**config.mk**
```make
export PLATFORM = sky130hd
export DESIGN_NAME = inbuf_demux
export DESIGN_NICKNAME = d
export VERILOG_FILES = /design/src/rtl/inbuf_demux_pkg.sv /design/src/rtl/vc_fifo.sv /design/src/rtl/inbuf_demux.sv
export SDC_FILE = /design/constraint.sdc
export NUM_CORES = 1
export LEC_CHECK = 0
export ABC_AREA = 1
export CORE_AREA = 4 4 118 120
export CTS_CLUSTER_DIAMETER = 100
export DETAILED_ROUTE_END_ITERATION = 16
export DIE_AREA = 0 0 122 124
export HOLD_SLACK_MARGIN = 0.06
export PLACE_DENSITY = 0.48
export SLEW_MARGIN = 0
export SYNTH_ARGS = -nofsm -noshare
export SYNTH_HDL_FRONTEND = slang
export SYNTH_SLANG_ARGS = --single-unit
export TNS_END_PERCENT = 30
```
**constraint.sdc**
```tcl
create_clock -name clk -period 4.95 [get_ports clk]
set_clock_uncertainty 0.05 [all_clocks]
set_input_delay 0.7425 -clock clk [delete_from_list [all_inputs] [get_ports clk]]
set_output_delay 0.7425 -clock clk [all_outputs]
set_load 0.01 [all_outputs]
```
**src/rtl/inbuf_demux_pkg.sv**
```systemverilog
// Shared types and widths for the input-buffer demux. The global defines (DATAW, VCHW,
// INBUF_DEPTH) normally come from define.h; the guarded defaults below apply otherwise.
`ifndef DATAW
`define DATAW 7
`endif
`ifndef VCHW
`define VCHW 0
`endif
`ifndef INBUF_DEPTH
`define INBUF_DEPTH 4
`endif

package inbuf_demux_pkg;

  localparam int unsigned DataW    = `DATAW + 1;
  localparam int unsigned VchIdxW  = `VCHW + 1;
  localparam int unsigned DefDepth = `INBUF_DEPTH;

  typedef logic [DataW-1:0] flit_t;

endpackage

```
**src/rtl/vc_fifo.sv**
```systemverilog
// Single virtual-channel flit FIFO: one write port, one read port, occupancy count.
// Head flit is presented combinationally and forced to zero while empty.
module vc_fifo
  import inbuf_demux_pkg::*;
#(
  parameter int unsigned Depth = DefDepth
) (
  input  logic                     clk_i,
  input  logic                     rst_ni,
  input  logic                     wr_en_i,
  input  logic [DataW-1:0]         wr_data_i,
  input  logic                     rd_en_i,
  output logic [DataW-1:0]         rd_data_o,
  output logic [$clog2(Depth):0]   count_o,
  output logic                     full_o,
  output logic                     empty_o
);

  localparam int unsigned PtrW = $clog2(Depth);

  logic [PtrW-1:0] wptr_q, rptr_q;
  logic [PtrW:0]   cnt_q, cnt_d;
  flit_t           mem_q [Depth];
  logic            push, pop;

  assign full_o  = (cnt_q == (PtrW + 1)'(Depth));
  assign empty_o = (cnt_q == '0);
  assign count_o = cnt_q;

  assign pop  = rd_en_i & ~empty_o;
  // A pop in the same cycle frees the slot, so a full FIFO can still accept the write.
  assign push = wr_en_i & (~full_o | pop);

  always_comb begin
    cnt_d = cnt_q;
    if (push && !pop) begin
      cnt_d = cnt_q + 1'b1;
    end else if (pop && !push) begin
      cnt_d = cnt_q - 1'b1;
    end
  end

  always_ff @(posedge clk_i or negedge rst_ni) begin
    if (!rst_ni) begin
      wptr_q <= '0;
      rptr_q <= '0;
      cnt_q  <= '0;
    end else begin
      if (push) wptr_q <= wptr_q + 1'b1;
      if (pop)  rptr_q <= rptr_q + 1'b1;
      cnt_q <= cnt_d;
    end
  end

  always_ff @(posedge clk_i) begin
    if (push) mem_q[wptr_q] <= wr_data_i;
  end

  assign rd_data_o = empty_o ? '0 : mem_q[rptr_q];

endmodule

```
**src/rtl/inbuf_demux.sv**
```systemverilog
// Router input buffer: demuxes incoming flits into per-VC FIFOs and returns credits on pops.
// Optional sticky overflow flag oerr is built only when INBUF_OVF_CHECK_EN is defined.
module inbuf_demux
  import inbuf_demux_pkg::*;
#(
  parameter int unsigned VCH   = 2,
  parameter int unsigned DEPTH = DefDepth
) (
  input  logic                   clk,
  input  logic                   rst_,
  input  logic [DataW-1:0]       idata,
  input  logic                   ivalid,
  input  logic [VchIdxW-1:0]     ivch,
  input  logic [VCH-1:0]         irdy,
  output logic [VCH*DataW-1:0]   odata,
  output logic [VCH-1:0]         oempty,
  output logic [VCH-1:0]         ocredit
`ifdef INBUF_OVF_CHECK_EN
  ,
  output logic                   oerr
`endif
);

  localparam int unsigned CntW = $clog2(DEPTH) + 1;

  logic [VCH-1:0]  wr_en, pop, full, empty;
  logic [VCH-1:0]  credit_q;
  logic [CntW-1:0] count [VCH];

  for (genvar v = 0; v < VCH; v++) begin : g_vc
    assign wr_en[v] = ivalid && (ivch == VchIdxW'(v));
    assign pop[v]   = irdy[v] & ~empty[v];

    vc_fifo #(
      .Depth (DEPTH)
    ) u_fifo (
      .clk_i     (clk),
      .rst_ni    (rst_),
      .wr_en_i   (wr_en[v]),
      .wr_data_i (idata),
      .rd_en_i   (irdy[v]),
      .rd_data_o (odata[v*DataW +: DataW]),
      .count_o   (count[v]),
      .full_o    (full[v]),
      .empty_o   (empty[v])
    );

    a_count_range : assert property (@(posedge clk) disable iff (!rst_)
      (count[v] <= CntW'(DEPTH)) && (full[v] == (count[v] == CntW'(DEPTH))));
  end

  assign oempty  = empty;
  assign ocredit = credit_q;

  always_ff @(posedge clk or negedge rst_) begin
    if (!rst_) begin
      credit_q <= '0;
    end else begin
      credit_q <= pop;
    end
  end

`ifdef INBUF_OVF_CHECK_EN
  logic drop;
  logic oerr_q;

  assign drop = ivalid & full[ivch] & ~pop[ivch];
  assign oerr = oerr_q;

  always_ff @(posedge clk or negedge rst_) begin
    if (!rst_) begin
      oerr_q <= 1'b0;
    end else if (drop) begin
      oerr_q <= 1'b1;
    end
  end
`endif

endmodule

```
==> run_results.csv <==
group,metric,value,unit
outcome,status,"finished, final reports clean",
synth,syn_area,3764,um^2
synth,synth_nets,402,
synth,async_flop_share,0.2000,
placed_design,gp_congestion,0.7027,
critical_path,crit_fanout,19,
clock_tree,clk_latency,330,ps
synth,yosysTopAreaCellShare,0.5106,
synth,synth_edf_count,64,
sta,worst_pin_slew,963.9,ps
routing,vias,2378,
clock_tree,cts_num_sinks,80,
routing,vias_per_cell,4.024,
pwr,p_switching,0.8707,mW
cells_and_area,multi_input_area,965.9,um^2
sta,finalSetupViolCount,0,
critical_path,critical_path_class,"reg2out",
synth,synth_cells,376,
cells_and_area,n_fill_cell,1335,
pwr,power_frac_clock,0.285,
routing,routed_wl,7219,um
die,start_util,0.2900,
pwr,leakagePower,2.032,nW
pwr,vdd_drop_max,237.5,uV
die,pin_count,34,
clock_tree,cts_buffers,9,
pwr,cell_internal_pwr,1.742,mW
cells_and_area,nets,436,
global_routing,grt_pass1_wl,11870,um
clock_tree,cts_setup_buffers,0,
cells_and_area,drive_above_1_share,0.06988,
critical_path,cp_cell_sequence,"inv_4 -> nand2_1 -> nand3_1 -> a21oi_1 -> clkdlybuf4s50_1",
pwr,p_comb_frac,0.345,
pwr,finalPower,2.613,mW
pwr,cellPowerDensity,574.6,nW/um^2
placed_design,portBuffers,33,
routing,drtIter0Drc,95,
die,core_area,12980,um^2
sta,max_freq,317.5,MHz
synth,synthFlopType,"edfxtp_1",
synth,ys_types,22,
synth,yosys.area.top_type,"edfxtp_1",
critical_path,crit_path_start_kind,"register",
sta,relSlewSlack,0.3550,
global_routing,grt_util_all_layers,0.1053,
critical_path,arrival,2360,ps
min_path,hp-class,"reg2reg",
die,die_h,124,um
sta,finalCriticalPeriod,3150,ps
global_routing,grt_max_degree,20,
clock_tree,clkTransAtPathRegs,60,ps
global_routing,antenna_found_initial,0,
run,cap_viol_max_count,0,
sta,maxSlewViolCount,0,
global_routing,overflow,0,
synth,synth_area_leaders,"edfxtp_1 (51%), dfrtp_1 (11%), inv_1 (9.3%), nand2_1 (9.3%), nand3_1 (4.9%)",
clock_tree,cts_root_buffer,"clkbuf_16",
cells_and_area,seq_area,2322,um^2
sta,hold_viol,0,
critical_path,path_buf_inv,2,
critical_path,crit_path_top_delay_cell,"dfrtp_1",
cells_and_area,syn2layout_area_growth,20.81,%
sta,fin_tns_setup,0,ps
pwr,switching_share,0.3332,
die,rows,42,
synth,synth-seq-cells,80,
synth,ys_seq_area_frac,0.6170,
pwr,power_frac_seq,0.370,
critical_path,critical-path-top-delay-family,"buffers and inverters",
routing,drtAntennaViolNets,0,
die,floorplan.die_area,15130,um^2
synth,yosys_warnings,0,
sta,finalCritPeriodShare,0.6363,
routing,dr.pass1.iters,4,
synth,synth_area_per_cell,10.01,um^2
clock_tree,cts_buffer_depth,2,
critical_path,cp.required,4160,ps
clock_tree,cts_hold_buffers,0,
global_routing,grt_pass1_vias,2314,
critical_path,end_kind,"output port",
routing,drc,0,
clock_tree,htree_levels,3,
routing,avgRoutedWirePerCell,12.21,um
sta,rsz0062_at_grt,"false",
critical_path,slowest_delay,790,ps
cells_and_area,num_antenna_cells,0,
die,die_x,122,um
critical_path,reg2reg_slack,2970,ps
synth,ys_top_cells_by_count,"inv_1 (93), nand2_1 (93), edfxtp_1 (64)",
clock_tree,cts_resized,0,
clock_tree,cts_tree,"yes",
placed_design,dp.final_hpwl,4892,um
flip-flops by register name, summed over array words and instances (netlist names):
signal               flops
g_vc.u_fifo.wptr_q       4
g_vc.u_fifo.rptr_q       4
g_vc.u_fifo.count_o      6
g_vc.u_fifo.mem_q       64
ocredit                  2
cell families after synthesis:
logic type / count (synthesis) / share of synthesized area
compound gates: 18 / 0.02593
xor+xnor: 4 / 0.009308
fa+ha+maj: 12 / 0.04388
buf+inv: 107 / 0.1263
flops: 80 / 0.6170
simple gates: 155 / 0.1775
cell usage in the layout, fill, tap and decap left out, types with 3 or more instances in the layout:
master and instances:
a21oi_1 14, bufinv_16 3, clkbuf_16 9, clkdlybuf4s50_1 33, clkinv_1 3, dfrtp_1 16, edfxtp_1 64, ha_1 10
inv_1 93, nand2_1 93, nand2_2 9, nand3_1 37, nor2_1 12, xnor2_1 4
final timing paths:
check                                          start                        end  cells after the start
min in group asynchronous                       rst_   g_vc[1].u_fifo.rptr_q[0]                      1
hold reg to reg            g_vc[0].u_fifo.count_o[2]  g_vc[0].u_fifo.count_o[2]                      2
hold / removal             g_vc[0].u_fifo.count_o[2]  g_vc[0].u_fifo.count_o[2]                      2
setup reg to reg           g_vc[1].u_fifo.count_o[0]  g_vc[1].u_fifo.count_o[1]                      9
max in group asynchronous                       rst_  g_vc[0].u_fifo.count_o[0]                      1
setup / recovery            g_vc[0].u_fifo.rptr_q[0]                   odata[1]                      5
tightest hold or removal path: cells and delay by family, from the launching register on:
kind             cells  cell delay, ps
flip-flops           1             340
AND/OR/NAND/NOR      2             100
final cells by class:
| class | count | area share |
|---|---|---|
| clock buffer | 10 | 0.05036 |
| clock inverter | 6 | 0.02367 |
| inverter | 97 | 0.08173 |
| multi-input combinational | 189 | 0.2124 |
| sequential | 80 | 0.5107 |
| tap | 176 | 0.04843 |
| timing repair buffer | 33 | 0.07265 |
metrics by stage:
| stage | util | cells | setup WS [ps] | instance area [um^2] | hold WS, ps |
|---|---|---|---|---|---|
| 2_1_floorplan | - | 376 | 2863 | 3764 | 391.7 |
| 3_3_place_gp | 0.3244 | 575 | 2123 | 4210 | 403.8 |
| 3_5_place_dp | 0.3244 | 575 | 2130 | 4210 | 412.5 |
| 4_1_cts | 0.3503 | 591 | 1773 | 4547 | 424.3 |
| 5_1_grt | 0.3503 | 591 | 1625 | 4547 | 445.9 |
| 6_report | 0.3503 | 591 | 1800 | 4547 | 422.2 |
power groups by stage:
stage,Sequential [mW],Combinational [mW],Clock (mW)
after floorplan,0.901,0.667,0
after global placement,0.982,0.913,0
after detailed placement,0.984,0.920,0
after CTS,0.971,0.925,0.758
after global routing,0.991,1.03,0.792
final,0.967,0.901,0.745
metal layers:
metal	up-vias	wire [um]	track usage
met4	0	192	0.06092
met3	13	228	0.01680
met2	44	3436	0.1713
li1	1232	-	-
met1	1089	3361	0.1333
met5	-	0	0
Note: power is estimated with default switching activity, not from simulation.
